### src/rtl/pipe_pkg.sv
// Shared types and constants for the pipeline stall/flush scheduler.
// Register indices name the pipeline registers that stall_o/flush_o bits steer.
package pipe_pkg;

    typedef enum logic [1:0] {
        RUN,
        DIV,
        DRAIN
    } ctrl_state_e;

    localparam int R_PC    = 0;
    localparam int R_IFID  = 1;
    localparam int R_IDEX  = 2;
    localparam int R_EXMEM = 3;
    localparam int R_MEMWB = 4;
    localparam int N_REGS  = 5;

    localparam int DIV_CYCLES_DEF = 32;

endpackage

### src/rtl/pipeline_ctrl_div_sequencer.sv
// Divider busy-window counter and its start/cancel/done strobes.
// The counter holds the number of cycles EX still waits after the start cycle.
module div_sequencer
    import pipe_pkg::*;
#(
    parameter int DIV_CYCLES = DIV_CYCLES_DEF
) (
    input  logic        clk_i,
    input  logic        rst_i,
    input  ctrl_state_e state_i,
    input  logic        ex_div_i,
    input  logic        exc_i,
    input  logic        dbus_stall_i,
    output logic        div_start_o,
    output logic        div_cancel_o,
    output logic        div_done_o,
    output logic        div_hold_o
);

    localparam int CNT_W = $clog2(DIV_CYCLES);
    localparam logic [CNT_W-1:0] CNT_LOAD = CNT_W'(DIV_CYCLES - 1);

    logic [CNT_W-1:0] cnt_q;
    logic [CNT_W-1:0] cnt_d;
    logic             in_run;
    logic             in_div;
    logic             cnt_zero;

    assign in_run   = (state_i == RUN);
    assign in_div   = (state_i == DIV);
    assign cnt_zero = (cnt_q == '0);

    always_comb begin
        div_start_o  = 1'b0;
        div_cancel_o = 1'b0;
        div_done_o   = 1'b0;
        div_hold_o   = 1'b0;
        if (!rst_i) begin
            div_start_o  = in_run & ex_div_i & ~exc_i & ~dbus_stall_i;
            div_cancel_o = in_div & exc_i;
            div_done_o   = in_div & cnt_zero & ~dbus_stall_i & ~exc_i;
            div_hold_o   = (in_run & ex_div_i) | (in_div & ~cnt_zero);
        end
    end

    // A memory stall freezes the count so EX never loses divide cycles.
    always_comb begin
        cnt_d = cnt_q;
        if (in_div && exc_i) begin
            cnt_d = '0;
        end else if (div_start_o) begin
            cnt_d = CNT_LOAD;
        end else if (in_div && !dbus_stall_i && !cnt_zero) begin
            cnt_d = cnt_q - CNT_W'(1);
        end
    end

    always_ff @(posedge clk_i) begin
        if (rst_i) begin
            cnt_q <= '0;
        end else begin
            cnt_q <= cnt_d;
        end
    end

endmodule

### src/rtl/pipeline_ctrl.sv
// Central stall/flush scheduler: merges hazard sources into per-register
// hold/bubble controls and sequences divide and post-exception fetch drain.
module pipeline_ctrl
    import pipe_pkg::*;
#(
    parameter int DIV_CYCLES = DIV_CYCLES_DEF
) (
    input  logic       clk_i,
    input  logic       rst_i,
    input  logic       j_b_stall_i,
    input  logic       flush_delay_slot_i,
    input  logic [4:0] id_rs_i,
    input  logic [4:0] id_rt_i,
    input  logic       ex_rmem_i,
    input  logic [4:0] ex_waddr_i,
    input  logic       ex_div_i,
    input  logic       ibus_stall_i,
    input  logic       dbus_stall_i,
    input  logic       exc_i,
    output logic [4:0] stall_o,
    output logic [4:0] flush_o,
    output logic       pc_redirect_o,
    output logic       div_start_o,
    output logic       div_cancel_o,
    output logic       div_done_o,
    output logic       busy_o
);

    ctrl_state_e state_q;
    ctrl_state_e state_d;

    logic div_hold;
    logic load_use;

    div_sequencer #(
        .DIV_CYCLES (DIV_CYCLES)
    ) u_div_seq (
        .clk_i        (clk_i),
        .rst_i        (rst_i),
        .state_i      (state_q),
        .ex_div_i     (ex_div_i),
        .exc_i        (exc_i),
        .dbus_stall_i (dbus_stall_i),
        .div_start_o  (div_start_o),
        .div_cancel_o (div_cancel_o),
        .div_done_o   (div_done_o),
        .div_hold_o   (div_hold)
    );

    assign load_use = ex_rmem_i && (ex_waddr_i != 5'd0)
                   && ((ex_waddr_i == id_rs_i) || (ex_waddr_i == id_rt_i));

    // Deepest held register wins; the one above it takes the bubble.
    always_comb begin
        stall_o       = '0;
        flush_o       = '0;
        pc_redirect_o = 1'b0;
        busy_o        = 1'b0;
        if (!rst_i) begin
            if (exc_i) begin
                flush_o = 5'b11110;
            end else if (dbus_stall_i) begin
                stall_o = 5'b01111;
                flush_o = 5'b10000;
            end else if (div_hold) begin
                stall_o = 5'b00111;
                flush_o = 5'b01000;
            end else if (load_use || j_b_stall_i) begin
                stall_o = 5'b00011;
                flush_o = 5'b00100;
            end else if (ibus_stall_i) begin
                stall_o = 5'b00001;
                flush_o = 5'b00010;
            end
            if (!exc_i && flush_delay_slot_i && !stall_o[R_IFID]) begin
                flush_o[R_IFID] = 1'b1;
            end
            if (state_q == DRAIN) begin
                flush_o[R_IFID] = 1'b1;
            end
            pc_redirect_o = exc_i;
            busy_o        = (state_q != RUN);
        end
    end

    always_comb begin
        state_d = state_q;
        if (exc_i) begin
            state_d = ibus_stall_i ? DRAIN : RUN;
        end else begin
            unique case (state_q)
                RUN:     if (div_start_o) state_d = DIV;
                DIV:     if (div_done_o) state_d = RUN;
                DRAIN:   if (!ibus_stall_i) state_d = RUN;
                default: state_d = RUN;
            endcase
        end
    end

    always_ff @(posedge clk_i) begin
        if (rst_i) begin
            state_q <= RUN;
        end else begin
            state_q <= state_d;
        end
    end

endmodule
### config.mk
export PLATFORM = sky130hd
export DESIGN_NAME = pipeline_ctrl
export DESIGN_NICKNAME = d
export VERILOG_FILES = /design/src/rtl/pipe_pkg.sv /design/src/rtl/pipeline_ctrl_div_sequencer.sv /design/src/rtl/pipeline_ctrl.sv
export SDC_FILE = /design/constraint.sdc
export NUM_CORES = 1
export LEC_CHECK = 0
export BUFFER_PORTS_ARGS = -buffer_cell sky130_fd_sc_hd__buf_4
export CAP_MARGIN = 30
export CORE_ASPECT_RATIO = 1.2
export CORE_UTILIZATION = 43
export CTS_CLUSTER_SIZE = 28
export DETAILED_ROUTE_END_ITERATION = 10
export PLACE_DENSITY = 0.78
export RECOVER_POWER = 50
export SLEW_MARGIN = 25
export SYNTH_ARGS = -nofsm -noshare
export SYNTH_HDL_FRONTEND = slang
export SYNTH_HIERARCHICAL = 1
export SYNTH_SLANG_ARGS = --single-unit
### constraint.sdc
create_clock -name clk_i -period 3.3 [get_ports clk_i]
set_input_delay 0.495 -clock clk_i [delete_from_list [all_inputs] [get_ports clk_i]]
set_output_delay 0.495 -clock clk_i [all_outputs]
set_load 0.005 [all_outputs]
==> results of run 1 <==
path summary, 6_finish.rpt:
| kind | start | endpoint | slack, ns | depth (start not counted) |
|---|---|---|---|---|
| worst max-delay path | u_div_seq/cnt_q[0] | flush_o[1] | 0.31 | 9 |
| worst min-delay path | ibus_stall_i | state_q[1] | 0.48 | 2 |
| worst max register to register | u_div_seq/cnt_q[0] | state_q[0] | 1.38 | 7 |
| worst min register to register | u_div_seq/cnt_q[4] | u_div_seq/cnt_q[4] | 0.50 | 2 |
logic make-up after synthesis:
group | count (synthesis) | synth area share, %
buffers and inverters | 11 | 7.10
muxes | 1 | 1.46
DFF | 7 | 20.4
and+or+nand+nor | 39 | 32.6
xor gates and xnor gates | 10 | 12.7
other | 1 | 0.546
adders and majority gates | 1 | 1.82
AOI/OAI and AO/OA | 25 | 23.3
area by class of cell:
type                    instances  area, µm²
well taps                      17       21.3
fillers                       136        474
inverters                       8       30.0
multi-input cells              78        505
flip-flops and latches          7        140
repair buffers                 36        267
clock buffers                   4       26.3
per-stage QoR:
step | power, W | cells
2_1_floorplan | 0.000135 | 96
4_1_cts | 0.000260 | 150
3_5_place_dp | 0.000181 | 146
5_1_grt | 0.000278 | 150
3_3_place_gp | 0.000179 | 146
6_report | 0.000257 | 150
cells in the mapped netlist, drive strengths merged, types with 3 or more instances:
| cell | n |
|---|---|
| nor2 | 12 |
| a31oi | 4 |
| inv | 8 |
| nor4 | 3 |
| a21oi | 7 |
| o21ai | 7 |
| nor3 | 5 |
| xor2 | 10 |
| dfxtp | 7 |
| nand2 | 3 |
cells in the final DEF, fill, tap and decap left out, types with 3 or more instances in the layout:
master	n
buf_4	32
nor2_1	12
xor2_1	10
inv_1	8
a21oi_1	7
dfxtp_1	7
clkbuf_4	6
nor3_1	5
o21ai_0	4
a31oi_1	4
nand2_1	3
nor4_1	3
routing by layer:
| layer | wire, µm | up-vias | share of wire, % | global-route usage [%] |
|---|---|---|---|---|
| met4 | 8 | 0 | 0.42 | 12.4 |
| met3 | 180 | 2 | 9.5 | 7.35 |
| met2 | 894 | 46 | 47 | 38.7 |
| met1 | 817 | 357 | 43 | 26.1 |
| li1 | - | 415 | - | - |
| met5 | 0 | - | 0 | 0 |
registers in the layout (all words and copies together), names as in the netlist:
register and cells:
u_div_seq/cnt_q 5, state_q 2
power by group:
group	leakage, nW	internal [W]	switching (W)
clock network	0.0150	0.0000461	0.0000305
logic	0.375	0.0000471	0.0000423
registers	0.0569	0.0000875	0.00000362
total	0.447	0.000181	0.0000765
repair_timing:
action                     CTS  global route
hold buffers                 0             0
setup endpoints to repair    0             2
gates resized for setup      0             1
worst max-delay path: cells and delay by family (launching register included):
kind	cells	cell delay, ns
compound gates	3	0.49
fa+ha+maj	1	0.18
buf+inv	2	0.19
flops	1	0.32
simple gates	3	1.07
==> out/metrics.csv, run 1 <==
metric,value,unit
synth_area_leaders,"dfxtp_1 20%, xor2_1 13%, nor2_1 6.6%",
insertedDiodeCount,0,
grt_pass1_wl,2920,µm
whs,0.476,ns
fin_area,990,µm²
numClockSinks,7,
place_area,963,µm²
synthFlopType,dfxtp_1,
numCtsBuffers,3,
synth_seq_cells,7,
post-place-ws,0.324,ns
cp-end-kind,output port,
crit_chain,inv_1 > ha_1 > nor4b_2 > a2111oi_0 > or2_2 > nor4_1 > a21oi_1 > a21bo_1 > buf_4,
timing.max_cap.violations,0,
required,2.80,ns
wl,1900,µm
finalSetupTns,0,ns
num_rows,15,
power_density,260,nW/µm²
drv_slew,0,
ys_warn_count,6,
grt_max_degree,17,
wl_per_cell,12.7,µm
synth-async-reset-ratio,0,%
netlist_area,687,µm²
timing.final.ws_setup,0.312,ns
worstMarginPinSlew,0.487,ns
timing.final.crit_share,90.6,%
nNetsFinal,159,
setup_viol,0,
fin_util,67.6,%
cts_root_buf,clkbuf_4,
routed_via_density,5.47,
fp.coreArea,1460,µm²
clock_latency,0.25,ns
drc,0,
path_clk_slew,0.05,ns
ioPinCount,39,
dr.pass1.iters,4,
fmax,335,MHz
gp_congestion,0.759,
die_x,38.5,µm
track_usage,23.4,%
leakagePower,0.447,nW
holdCritPathClass,input pin to flop,
max-slew-margin-rel,66.7,%
yosys.area.top_type,dfxtp_1,
syn_inst,95,
min_period,2.99,ns
syn_to_final_growth,44.1,%
cts_setup_buffers,0,
ys_seq_area_share,20.4,%
die-area,1760,µm²
synth_top_cell_area_share,20.4,%
avgSynthCellArea,7.23,µm²
hold_viol_final,0,
grt.overflow.total,0,
slowest_delay,0.37,ns
rsz0062_at_grt,no,
start_util,46.9,%
crit_arrival,2.49,ns
vias,820,
drive_gt1_share,33.8,%
placement.io_buffers,36,
fin_skew,0.000608,ns
antenna_found_initial,0,
die_h,45.8,µm
grt_pass1_vias,750,
drt_iter0_markers,17,
path_max_fanout,5,
outcome,"finished, final reports clean",
dp_hpwl,1510,µm
clock_path_buffers,2,
criticalPathCategory,flop to output port,
slowest_stage,nor4b_2,
startpoint_type,flop,
synth-edff-count,0,
postRouteAntennaNets,0,
ctsHtreeMaxLevel,1,
ir_worst_vdd,0.128,mV
cts_tree,built,
synth.distinct_cells,38,
(Power assumes the default switching activity.)
==> run 2: changes to the inputs <==
==> constraint.sdc (replaced) <==
create_clock -name clk_i -period 3.25 [get_ports clk_i]
set_input_delay 0.4875 -clock clk_i [delete_from_list [all_inputs] [get_ports clk_i]]
set_output_delay 0.4875 -clock clk_i [all_outputs]
set_load 0.005 [all_outputs]
==> run 2 against run 1 <==
Against the previous run: critical path depth did not move; clock skew did not move; register-to-register slack got worse by 0.06 ns; global-route usage did not move; setup slack improved by 0.038 ns; power rose by 2.3%; core utilization rose by 0.60 points; first-iteration DRC count did not move; largest power group unchanged; die area did not move; sequential share of layout area fell by 0.12 points; hold slack got worse by 0.0075 ns; clock-buffer cell count did not move.
==> out/metrics.csv, run 2 (same netlist as run 1, synthesis figures left out) <==
metric,value,unit,change
postCtsHoldBufs,0,,unchanged
cts_root_buf,clkbuf_4,,
ir_worst_vdd,0.130,mV,+1.8%
worstMarginPinSlew,0.487,ns,unchanged
whs,0.468,ns,-0.00750 ns
fin_util,68.2,%,+0.60 points
fmax,345,MHz,
routed_via_density,5.47,,unchanged
die-area,1760,µm²,unchanged
path_clk_slew,0.05,ns,about the same
fp.coreArea,1460,µm²,unchanged
numCtsBuffers,3,,unchanged
antenna_found_initial,0,,unchanged
drc,0,,unchanged
ctsHtreeMaxLevel,1,,unchanged
drive_gt1_share,33.8,%,unchanged
finalSetupTns,0,ns,unchanged
crit_arrival,2.41,ns,-0.08 ns
fin_skew,0.000608,ns,unchanged
criticalPathCategory,flop to output port,,
cp-end-kind,output port,,
placement.io_buffers,36,,unchanged
num_rows,15,,unchanged
postRouteAntennaNets,0,,unchanged
gp_congestion,0.759,,about the same
vias,820,,unchanged
cts_tree,built,,
required,2.76,ns,-0.04 ns
clock_path_buffers,2,,unchanged
power_density,264,nW/µm²,+1.4%
start_util,46.9,%,unchanged
numClockSinks,7,,unchanged
ioPinCount,39,,unchanged
rsz0062_at_grt,no,,
drt_iter0_markers,17,,unchanged
die_x,38.5,µm,unchanged
wl,1900,µm,unchanged
grt.overflow.total,0,,unchanged
die_h,45.8,µm,unchanged
drv_slew,0,,unchanged
largestRegisters,"u_div_seq/cnt_q: 5 flops, state_q: 2 flops",,
leakagePower,0.458,nW,+2.5%
holdCritPathClass,input pin to flop,,
timing.max_cap.violations,0,,unchanged
syn_to_final_growth,45.4,%,
wl_per_cell,12.7,µm,unchanged
top_register,u_div_seq/cnt_q,,
fillCellCount,133,,-2.2%
dr.pass1.iters,4,,unchanged
timing.final.crit_share,89.3,%,
grt_max_degree,17,,unchanged
outcome,"finished, final reports clean",,
largest_register_ffs,5,,unchanged
insertedDiodeCount,0,,unchanged
most-common-layout-cells,"32 x buf_4, 12 x nor2_1, 10 x xor2_1",,
hold_viol_final,0,,unchanged
grt_pass1_wl,2920,µm,unchanged
min_period,2.90,ns,
path_max_fanout,5,,unchanged
max-slew-margin-rel,66.7,%,unchanged
setup_viol,0,,unchanged
grt_pass1_vias,750,,unchanged
dp_hpwl,1510,µm,unchanged
final_common_cell,buf_4,,
startpoint_type,flop,,
nNetsFinal,159,,unchanged
track_usage,23.4,%,unchanged
clock_latency,0.25,ns,about the same
==> run 2: worst max-delay path: stages (launching register included) <==
cell and delay (ns):
dfxtp_1 0.34, inv_1 0.08, ha_1 0.23, nor4b_4 0.15
a2111oi_0 0.50, or2_2 0.24, nor3_1 0.06, a211o_2 0.32
a21oi_1 0.12, buf_4 0.12
==> run 2: worst paths after layout <==
path,from,end,slack [ns],cells past startpoint
worst max register to register,u_div_seq/cnt_q[0],state_q[0],1.32,7
worst min register to register,u_div_seq/cnt_q[4],u_div_seq/cnt_q[4],0.52,2
worst min-delay path,ibus_stall_i,state_q[1],0.47,2
worst max-delay path,u_div_seq/cnt_q[0],stall_o[0],0.35,9
==> run 2: through the flow <==
step / total power, W / setup slack (ns) / instances / cell area [µm²]
floorplan: 0.000137 / 0.714 / 96 / 691
global placement: 0.000181 / 0.434 / 146 / 963
detailed placement: 0.000184 / 0.282 / 146 / 963
CTS: 0.000264 / 0.00767 / 150 / 990
global route: 0.000284 / 0.0964 / 150 / 998
finish: 0.000263 / 0.349 / 150 / 998
==> run 2: final cells by class <==
| class | instances | area [µm²] | area share, % |
|---|---|---|---|
| Timing Repair Buffer | 36 | 267 | 26.7 |
| Inverter | 8 | 30.0 | 3.01 |
| Multi-Input combinational cell | 78 | 514 | 51.5 |
| Clock buffer | 4 | 26.3 | 2.63 |
| Sequential cell | 7 | 140 | 14.0 |
| Tap cell | 17 | 21.3 | 2.13 |
==> run 2: routing by layer <==
metal | wire length [µm] | up-vias | track usage [%]
li1 | - | 415 | -
met1 | 815 | 357 | 26.1
met2 | 896 | 46 | 38.7
met3 | 180 | 2 | 7.35
met4 | 8 | 0 | 12.4
met5 | 0 | - | 0
==> run 2: what timing repair did <==
| item | in CTS | in global routing |
|---|---|---|
| buffers inserted | 0 | 0 |
| resized for setup | 0 | 2 |
| setup endpoints to repair | 0 | 3 |
==> run 2: where the power goes <==
group          internal [W]  total (W)  switching, W
Sequential        0.0000889  0.0000930    0.00000407
Clock             0.0000468  0.0000778     0.0000310
Combinational     0.0000493  0.0000924     0.0000431
Total              0.000185   0.000263     0.0000781
